--- config.mk ---
export PLATFORM = sky130hd
export DESIGN_NAME = etap_tap_ctrl
export DESIGN_NICKNAME = d
export VERILOG_FILES = /design/src/rtl/etap_tap_ctrl_pkg.sv /design/src/rtl/etap_tap_ctrl_tck_sync.sv /design/src/rtl/etap_tap_ctrl.sv
export SDC_FILE = /design/constraint.sdc
export NUM_CORES = 1
export LEC_CHECK = 0
export CORE_AREA = 3 3 58 60
export CTS_CLUSTER_SIZE = 14
export DETAILED_ROUTE_END_ITERATION = 10
export DIE_AREA = 0 0 61 63
export PLACE_DENSITY = 0.72
export SYNTH_ARGS = -nofsm -noshare
export SYNTH_HDL_FRONTEND = slang
export SYNTH_HIERARCHICAL = 1
export SYNTH_SLANG_ARGS = --single-unit
--- constraint.sdc ---
create_clock -name clk -period 1.32 [get_ports clk]
set_input_delay 0.198 -clock clk [delete_from_list [all_inputs] [get_ports clk]]
set_output_delay 0.198 -clock clk [all_outputs]
set_load 0.01 [all_outputs]
--- src/rtl/etap_tap_ctrl_pkg.sv ---
// EJTAG TAP controller shared definitions: TAP state codes, IR opcodes,
// DR select values and the IR -> DR select decode.
package etap_tap_ctrl_pkg;

    localparam int ETAP_IR_W = 5;

    // IEEE 1149.1 informative state encoding
    typedef enum logic [3:0] {
        ST_EXIT2_DR = 4'h0,
        ST_EXIT1_DR = 4'h1,
        ST_SHIFT_DR = 4'h2,
        ST_PAUSE_DR = 4'h3,
        ST_SEL_IR   = 4'h4,
        ST_UPD_DR   = 4'h5,
        ST_CAP_DR   = 4'h6,
        ST_SEL_DR   = 4'h7,
        ST_EXIT2_IR = 4'h8,
        ST_EXIT1_IR = 4'h9,
        ST_SHIFT_IR = 4'hA,
        ST_PAUSE_IR = 4'hB,
        ST_RTI      = 4'hC,
        ST_UPD_IR   = 4'hD,
        ST_CAP_IR   = 4'hE,
        ST_TLR      = 4'hF
    } tap_state_e;

    localparam logic [ETAP_IR_W-1:0] IR_IDCODE         = 5'h01;
    localparam logic [ETAP_IR_W-1:0] IR_SAMPLE_PRELOAD = 5'h02;
    localparam logic [ETAP_IR_W-1:0] IR_IMPCODE        = 5'h03;
    localparam logic [ETAP_IR_W-1:0] IR_ADDRESS        = 5'h08;
    localparam logic [ETAP_IR_W-1:0] IR_DATA           = 5'h09;
    localparam logic [ETAP_IR_W-1:0] IR_CONTROL        = 5'h0A;
    localparam logic [ETAP_IR_W-1:0] IR_EJTAGBOOT      = 5'h0C;
    localparam logic [ETAP_IR_W-1:0] IR_BYPASS         = 5'h1F;
    localparam logic [ETAP_IR_W-1:0] IR_RESET          = IR_IDCODE;

    localparam logic [3:0] SEL_ETAP_IDCODE    = 4'd0;
    localparam logic [3:0] SEL_ETAP_IMPCODE   = 4'd1;
    localparam logic [3:0] SEL_ETAP_ADDRESS   = 4'd2;
    localparam logic [3:0] SEL_ETAP_DATA      = 4'd3;
    localparam logic [3:0] SEL_ETAP_CONTROL   = 4'd4;
    localparam logic [3:0] SEL_ETAP_EJTAGBOOT = 4'd5;
    localparam logic [3:0] SEL_ETAP_SAMPLE    = 4'd6;
    localparam logic [3:0] SEL_ETAP_BYPASS    = 4'd7;

    // Unknown opcodes fall through to BYPASS so an unsupported IR never
    // leaves a dangling DR selected.
    function automatic logic [3:0] ir_decode(input logic [ETAP_IR_W-1:0] op);
        case (op)
            IR_IDCODE:         ir_decode = SEL_ETAP_IDCODE;
            IR_IMPCODE:        ir_decode = SEL_ETAP_IMPCODE;
            IR_ADDRESS:        ir_decode = SEL_ETAP_ADDRESS;
            IR_DATA:           ir_decode = SEL_ETAP_DATA;
            IR_CONTROL:        ir_decode = SEL_ETAP_CONTROL;
            IR_EJTAGBOOT:      ir_decode = SEL_ETAP_EJTAGBOOT;
            IR_SAMPLE_PRELOAD: ir_decode = SEL_ETAP_SAMPLE;
            IR_BYPASS:         ir_decode = SEL_ETAP_BYPASS;
            default:           ir_decode = SEL_ETAP_BYPASS;
        endcase
    endfunction

endpackage

--- src/rtl/etap_tap_ctrl_tck_sync.sv ---
// Synchronizes the asynchronous JTAG pins into the clk domain and turns the
// TCK level into single-cycle rise/fall pulses. TMS/TDI come out of chains of
// the same depth so they line up with the TCK edge they belong to.
module etap_tap_ctrl_tck_sync #(
    parameter int SYNC_STG = 2
) (
    input  logic clk,
    input  logic rst,
    input  logic tck,
    input  logic tms,
    input  logic tdi,
    output logic tck_rise,
    output logic tck_fall,
    output logic tms_s,
    output logic tdi_s
);

    logic [SYNC_STG-1:0] tck_q;
    logic [SYNC_STG-1:0] tms_q;
    logic [SYNC_STG-1:0] tdi_q;
    logic                tck_last_q;

    // Synchronizer chains plus one history flop for TCK edge detection
    always_ff @(posedge clk) begin
        if (rst) begin
            tck_q      <= '0;
            tms_q      <= '0;
            tdi_q      <= '0;
            tck_last_q <= 1'b0;
        end else begin
            tck_q      <= {tck_q[SYNC_STG-2:0], tck};
            tms_q      <= {tms_q[SYNC_STG-2:0], tms};
            tdi_q      <= {tdi_q[SYNC_STG-2:0], tdi};
            tck_last_q <= tck_q[SYNC_STG-1];
        end
    end

    // Rise has priority, so the two pulses can never be seen together
    assign tck_rise = tck_q[SYNC_STG-1] & ~tck_last_q;
    assign tck_fall = ~tck_q[SYNC_STG-1] & tck_last_q & ~tck_rise;
    assign tms_s    = tms_q[SYNC_STG-1];
    assign tdi_s    = tdi_q[SYNC_STG-1];

endmodule

--- src/rtl/etap_tap_ctrl.sv ---
// EJTAG TAP controller oversampled on the system clock. Runs the 1149.1 TAP
// FSM on synchronized TCK edges, holds the IR, decodes the DR select and
// drives the shift/capture/update strobes toward the DR mux.
module etap_tap_ctrl #(
    parameter int IR_W     = 5,
    parameter int SYNC_STG = 2
) (
    input  logic            clk,
    input  logic            rst,
    input  logic            tck,
    input  logic            tms,
    input  logic            tdi,
    output logic            tdo,
    output logic            tdo_oe,
    input  logic            s_data_out,
    output logic [3:0]      sel,
    output logic            shift_dr,
    output logic            clk_dr,
    output logic            update_dr,
    output logic [IR_W-1:0] ir,
    output logic [3:0]      tap_state
);
    import etap_tap_ctrl_pkg::*;

    localparam logic [IR_W-1:0] IR_RST     = IR_W'(IR_RESET);
    localparam logic [IR_W-1:0] IR_CAPTURE = IR_W'(1);

    logic tck_rise, tck_fall, tms_s, tdi_s;

    tap_state_e      state_q, state_d;
    logic [IR_W-1:0] ir_q, ir_d;
    logic [IR_W-1:0] ir_sh_q, ir_sh_d;
    logic [3:0]      sel_q, sel_d;
    logic            tdo_q, tdo_d;
    logic            tdo_oe_q, tdo_oe_d;
    logic            shift_dr_q, shift_dr_d;
    logic            clk_dr_q, clk_dr_d;
    logic            update_dr_q, update_dr_d;

    etap_tap_ctrl_tck_sync #(.SYNC_STG(SYNC_STG)) u_sync (
        .clk      (clk),
        .rst      (rst),
        .tck      (tck),
        .tms      (tms),
        .tdi      (tdi),
        .tck_rise (tck_rise),
        .tck_fall (tck_fall),
        .tms_s    (tms_s),
        .tdi_s    (tdi_s)
    );

    // TAP next-state: moves only on a synchronized TCK rise
    always_comb begin
        state_d = state_q;
        if (tck_rise) begin
            case (state_q)
                ST_TLR:      state_d = tms_s ? ST_TLR      : ST_RTI;
                ST_RTI:      state_d = tms_s ? ST_SEL_DR   : ST_RTI;
                ST_SEL_DR:   state_d = tms_s ? ST_SEL_IR   : ST_CAP_DR;
                ST_CAP_DR:   state_d = tms_s ? ST_EXIT1_DR : ST_SHIFT_DR;
                ST_SHIFT_DR: state_d = tms_s ? ST_EXIT1_DR : ST_SHIFT_DR;
                ST_EXIT1_DR: state_d = tms_s ? ST_UPD_DR   : ST_PAUSE_DR;
                ST_PAUSE_DR: state_d = tms_s ? ST_EXIT2_DR : ST_PAUSE_DR;
                ST_EXIT2_DR: state_d = tms_s ? ST_UPD_DR   : ST_SHIFT_DR;
                ST_UPD_DR:   state_d = tms_s ? ST_SEL_DR   : ST_RTI;
                ST_SEL_IR:   state_d = tms_s ? ST_TLR      : ST_CAP_IR;
                ST_CAP_IR:   state_d = tms_s ? ST_EXIT1_IR : ST_SHIFT_IR;
                ST_SHIFT_IR: state_d = tms_s ? ST_EXIT1_IR : ST_SHIFT_IR;
                ST_EXIT1_IR: state_d = tms_s ? ST_UPD_IR   : ST_PAUSE_IR;
                ST_PAUSE_IR: state_d = tms_s ? ST_EXIT2_IR : ST_PAUSE_IR;
                ST_EXIT2_IR: state_d = tms_s ? ST_UPD_IR   : ST_SHIFT_IR;
                ST_UPD_IR:   state_d = tms_s ? ST_SEL_DR   : ST_RTI;
                default:     state_d = ST_TLR;
            endcase
        end
    end

    // Datapath next values: rise acts on the state being left, fall on the
    // state just entered (update, TDO launch)
    always_comb begin
        ir_d        = ir_q;
        ir_sh_d     = ir_sh_q;
        sel_d       = ir_decode(ETAP_IR_W'(ir_q));
        tdo_d       = tdo_q;
        tdo_oe_d    = tdo_oe_q;
        shift_dr_d  = shift_dr_q;
        clk_dr_d    = 1'b0;
        update_dr_d = 1'b0;
        if (tck_rise) begin
            // shift_dr tags which kind of step this clk_dr is for
            clk_dr_d   = (state_q == ST_CAP_DR) || (state_q == ST_SHIFT_DR);
            shift_dr_d = (state_q == ST_SHIFT_DR);
            if (state_q == ST_CAP_IR) begin
                ir_sh_d = IR_CAPTURE;
            end else if (state_q == ST_SHIFT_IR) begin
                ir_sh_d = {tdi_s, ir_sh_q[IR_W-1:1]};
            end
        end else if (tck_fall) begin
            update_dr_d = (state_q == ST_UPD_DR);
            if (state_q == ST_UPD_IR) begin
                ir_d = ir_sh_q;
            end
            if (state_q == ST_SHIFT_DR) begin
                tdo_d = s_data_out;
            end else if (state_q == ST_SHIFT_IR) begin
                tdo_d = ir_sh_q[0];
            end
            tdo_oe_d = (state_q == ST_SHIFT_DR) || (state_q == ST_SHIFT_IR);
        end
        // Held in IDCODE for as long as the TAP sits in reset
        if (state_q == ST_TLR) begin
            ir_d = IR_RST;
        end
    end

    // State and output registers; reset aborts any scan without an update
    always_ff @(posedge clk) begin
        if (rst) begin
            state_q     <= ST_TLR;
            ir_q        <= IR_RST;
            ir_sh_q     <= '0;
            sel_q       <= SEL_ETAP_IDCODE;
            tdo_q       <= 1'b0;
            tdo_oe_q    <= 1'b0;
            shift_dr_q  <= 1'b0;
            clk_dr_q    <= 1'b0;
            update_dr_q <= 1'b0;
        end else begin
            state_q     <= state_d;
            ir_q        <= ir_d;
            ir_sh_q     <= ir_sh_d;
            sel_q       <= sel_d;
            tdo_q       <= tdo_d;
            tdo_oe_q    <= tdo_oe_d;
            shift_dr_q  <= shift_dr_d;
            clk_dr_q    <= clk_dr_d;
            update_dr_q <= update_dr_d;
        end
    end

    assign tdo       = tdo_q;
    assign tdo_oe    = tdo_oe_q;
    assign sel       = sel_q;
    assign shift_dr  = shift_dr_q;
    assign clk_dr    = clk_dr_q;
    assign update_dr = update_dr_q;
    assign ir        = ir_q;
    assign tap_state = state_q;

endmodule

# Yosys cells after proc, flatten, opt, wreduce, memory -nomap -nowiden
# Memories as Yosys holds them, arrays and structs flattened. A register that Yosys moved wholly into a read port is not among the register bits.
# Cells that the tools add are included.
# totals
regBits	30
latch_bits	0
ram_bits	0
mem_bits_ro	96
wordCells	68
mem_count	1
# memory_table
memory	words	width	rd	rd_clocked_by_memory_dff	wr	line_no	source
(no name shown)	32	3	1	1	0	etap_tap_ctrl_pkg.sv:49	case (op)
# classes
add_sub_neg	0
multipliers	0
div	0
order_cmp	0
n_eq_ne	15
shifts	0
muxes	17
n_bitwise	7
reduce_logical	15
# ops
cell	n
4-bit one-hot mux with 12 select lines	1
4-bit equality test, second input constant	8
4-bit by 3-bit equality test with 1-bit output, second input constant	4
2-bit two-way mux	6
3-bit two-way mux	4
5-bit two-way mux	2
4-bit by 2-bit equality test with 1-bit output, second input constant	2
2-bit OR reduction	4
3-bit AND reduction	2
3-bit OR reduction	2
4-bit by 1-bit equality test with 1-bit output, second input constant	1
4-bit logical NOT	1
4-bit two-way mux	1
1-bit inverter	4
2-bit AND reduction	2
2-bit nonzero test	2
1-bit bitwise AND	3
1-bit two-way mux	3
1-bit logical OR	2

# Longest topological paths before layout
# Gate-level depths: netlist (run 1).
# depth
word_depth	6
mapped_depth	5
ltp_nobuf	5

# Hierarchy
# The synthesis (run 1) kept the hierarchy.
# modules_own_cells
module	n_inst	cells_per_inst	area_per_inst_um2	seq_area_each_um2
etap_tap_ctrl	1	120	1069.8	440.4
etap_tap_ctrl_tck_sync	1	16	196.4	140.1

# Least setup slack after synthesis (run 1)
# OpenSTA, ideal clock, no wires.
# synth_path
path_type	flip-flop to flip-flop
startpoint	register u_sync.tck_q[1]
endpoint	register state_q[1] (netlist: tap_state[1])
setup_ns	0.120
t_arrival_ns	1.210
required_ns	1.200
setup_slack_ns	-0.009
stages_incl_launch_ff	6
n_path_buf	1
synth_period_minus_slack_ns	1.329
cell_sequence	dfxtp_1 nor2b_1 buf_6 o21ai_0 a21o_1 a211o_1
# synth_via
elab_chain_len	1
# synth_rtl
element	line_no	source
start: declaration	etap_tap_ctrl_tck_sync.sv:18	logic [SYNC_STG-1:0] tck_q;
start signal: assignment	etap_tap_ctrl_tck_sync.sv:31	tck_q <= {tck_q[SYNC_STG-2:0], tck};
1-bit bitwise AND	etap_tap_ctrl_tck_sync.sv:39	assign tck_rise = tck_q[SYNC_STG-1] & ~tck_last_q;
net tck_rise	etap_tap_ctrl.sv:28	logic tck_rise, tck_fall, tms_s, tdi_s;
end signal: assignment	etap_tap_ctrl.sv:129	state_q <= state_d;
end: declaration	etap_tap_ctrl.sv:30	tap_state_e state_q, state_d;
# The timed path passes the listed nets, and every way through them passes these cells.
# A chain may end at the register's enable or synchronous reset.

# Worst setup path after layout (run 1)
# layout_path
startpoint	register u_sync.tck_q[1]
endpoint	register state_q[1] (netlist: tap_state[1])
# layout_via
elab_chain_len	1
# layout_rtl
element	line_no
1-bit bitwise AND	etap_tap_ctrl_tck_sync.sv:39
# No other way between the ends.

==> key figures, run 1 <==
Placed design
  • DP Wirelength: 1920 µm
  • Port bufs: 22
  • Dpl ws: -0.0291 ns
  • Placed insts: 196
  • Placed Area: 1580 µm²
  • Placer Congestion: 0.757

Setup path
  • WP data arrival: 1.42 ns
  • WS Path Type: register to register
  • Worst path slowest cell: dfxtp_2
  • Required time worst endpoint: 1.53 ns
  • Crit. End Element: register
  • Crit path cell chain: nor2b_2 -> o21ai_0 -> a21o_1 -> a211o_1
  • Critical Path Source Type: register
  • Critical path fanouts, max: 4
  • Worst path max stage delay: 0.36 ns
  • Crit path buffers/inverters: 0
  • CP top delay family: compound AO/OA/AOI/OAI gates

Cells and area
  • Area added between synthesis and finish: 32.6%
  • Share of cells above drive strength 1: 22.0%
  • Final net count: 180
  • Antenna Cells: 0
  • Fin cells: 206
  • Layout Utilization: 56.4%
  • Design area: 1680 µm²

GRT
  • Pin count of the biggest net entering global routing: 15
  • First-pass GRT wire length: 4400 µm
  • Total track usage: 15.2%
  • Vias in the first global route: 984
  • Total congestion overflow: 0
  • Initial antenna violation count: 0

Routing
  • WL final: 2690 µm
  • ANT nets after route: 0
  • Drt first pass iters: 5
  • Vias: 1115
  • Initial detailed-routing violation count: 42
  • WL/cell: 13.1 µm
  • Via density: 5.41
  • Remaining DRCs: 0

Clocking
  • Clock H-tree levels: 2
  • Clock Path Buffers: 2
  • TritonCTS clock tree: yes
  • Clock root cell: clkbuf_4
  • Clock input transition at the sequential cells of the worst setup and hold paths: 0.09 ns
  • CTS buffer count: 5
  • Later-pin clock latency in the skew report: 0.32 ns
  • Clock tree sinks: 29

Logic synthesis
  • Synth top area cells: dfxtp_1 (46%), a21oi_1 (6.3%), nor2b_1 (4.4%)
  • Yosys top cell area share: 45.8%
  • Post-synthesis sequential area ratio: 45.8%
  • Synthesized netlist cell count: 136
  • Avg Inst Size Synth: 9.31 µm²
  • Flops & latches, synth: 29
  • Syn_nets: 144
  • Post-synth ARST share: 0%
  • Post-synth top area cell: dfxtp_1
  • EDFF count, synth: 0
  • Cell area after synthesis: 1270 µm²
  • YS warnings: 9
  • Synth Flop Type: dfxtp_1
  • Yosys cell types: 40

STA
  • Crit share post-route: 92.0%
  • FMAX: 823 MHz
  • Fin. Hold Viols: 0
  • Minimum clock period: 1.21 ns
  • Worst hold slack: 0.437 ns
  • RSZ-0062 raised after global routing: false
  • Final Setup Violations: 0
  • Final Skew: 0.00617 ns
  • Setup ws final: 0.106 ns
  • Final Max Tran Viols: 0
  • Setup TNS Final: 0 ns

Pwr
  • Worst vdd ir: 0.787 mV
  • Power density over the cells: 1080 nW/µm²
  • Sw Ratio: 20.9%
  • Pleak: 0.693 nW
  • Combinational power share: 8.9%
  • Int Power: 1.43 mW
  • Total Power: 1.81 mW
  • Sequential share of power: 50.3%
  • Clock power frac: 40.8%
  • Net Sw Power: 0.378 mW

Floorplanning
  • Ports: 24
  • Initial Util: 42.5%
  • Die Y: 63 µm
  • DIE AREA: 3840 µm²
  • Cell row count: 20
  • Chip width: 61 µm
  • Core area: 2980 µm²

Outcome
  • Status: completed

Worst hold path
  • Worst min path class: input port to register

Job
  • Max-capacitance violation count: 0
==> placed cells by master (no fill, tap or decap), types with 2 or more instances in the layout <==
master and n:
dfxtp_1 22, dlygate4sd2_1 17, a21oi_1 16, buf_4 14, nand2_1 11, dfxtp_2 7, nor2b_1 7, nand3b_1 6
o21ai_0 6, nor2_1 5, nand3_1 5, clkbuf_4 5, clkdlybuf4s50_1 5, inv_1 3, a211o_1 3, mux2i_1 3
nor3_1 3, nand4bb_1 2, o21ai_1 2, nand2b_1 2, a31oi_1 2, ha_1 2, nor2b_2 2
==> final timing paths <==
path | start | to | slack [ns] | cells after the start
hold reg to reg | u_sync/tms_q[0] | u_sync/tms_q[1] | 0.44 | 1
setup / recovery | u_sync/tck_q[1] | tap_state[1] | 0.11 | 4
hold / removal | tdi | u_sync/tdi_q[0] | 0.44 | 2
setup reg to reg | u_sync/tck_q[1] | tap_state[1] | 0.11 | 4
==> state kept, by name, summed over array words and instances, names as in the netlist, 2 cells and up <==
register and count:
ir 5, ir_sh_q 5, tap_state 4, sel 3, u_sync/tck_q 2, u_sync/tdi_q 2, u_sync/tms_q 2
==> power groups by stage <==
| stage | clock [mW] | combinational [mW] | sequential, mW |
|---|---|---|---|
| 2_1_floorplan | 0 | 0.0897 | 0.927 |
| 3_3_place_gp | 0 | 0.153 | 0.925 |
| 3_5_place_dp | 0 | 0.158 | 0.926 |
| 4_1_cts | 0.773 | 0.155 | 0.907 |
| 5_1_grt | 0.822 | 0.177 | 0.911 |
| 6_report | 0.737 | 0.162 | 0.908 |
==> cells by family (layout without fill, tap and decap cells) <==
logic type                 Yosys count  in the layout  share of synthesized area, %
and+or+nand+nor                     53             54                          26.7
AOI/OAI and AO/OA                   36             36                          17.0
DFF                                 29             29                          45.9
buffers and inverters               11             47                          4.94
muxes                                4              4                          3.26
adders and majority gates            2              2                          1.98
other                                1              1                         0.296
==> layer usage <==
layer  GRT usage, %  wire length, µm  vias up
li1               -                -      549
met4           6.50               34        0
met5              0                0        -
met3           4.34              137        5
met1           18.8             1200      523
met2           23.9             1310       38
==> synth_stat cells, types with 3 or more instances <==
cell / count
buf_4: 3
mux2i_1: 3
nand3_1: 5
nor3_1: 3
nand3b_1: 6
nor2b_1: 9
o21ai_0: 7
nand2_1: 11
a211o_1: 3
dfxtp_1: 29
inv_1: 3
a21oi_1: 16
nor2_1: 5
==> layout make-up <==
cell class | count | area, µm²
clock buffer | 7 | 55.1
clock inverter | 1 | 30.0
fill | 283 | 1300
inverter | 3 | 11.3
multi-input combinational | 97 | 648
sequential | 29 | 589
tap | 33 | 41.3
timing repair buffer | 36 | 304
==> repair_timing <==
item | 4_1_cts | 5_1_grt
resized for setup | 23 | 5
cloned | 0 | 1
hold buffers | 0 | 0
endpoints found under the setup margin | 27 | 11
buffers inserted | 0 | 1
(Power assumes the default switching activity.)
==> run 2, diff against run 1 <==
- HOLD_SLACK_MARGIN: not set -> 0.06
==> results of run 2 <==
Final layout, timing and power as in run 1 (identical DEF).
==> run 3, diff against run 2 <==
- CTS_CLUSTER_DIAMETER: not set -> 60
==> results of run 3 <==
Final layout, timing and power as in run 1 (identical DEF).
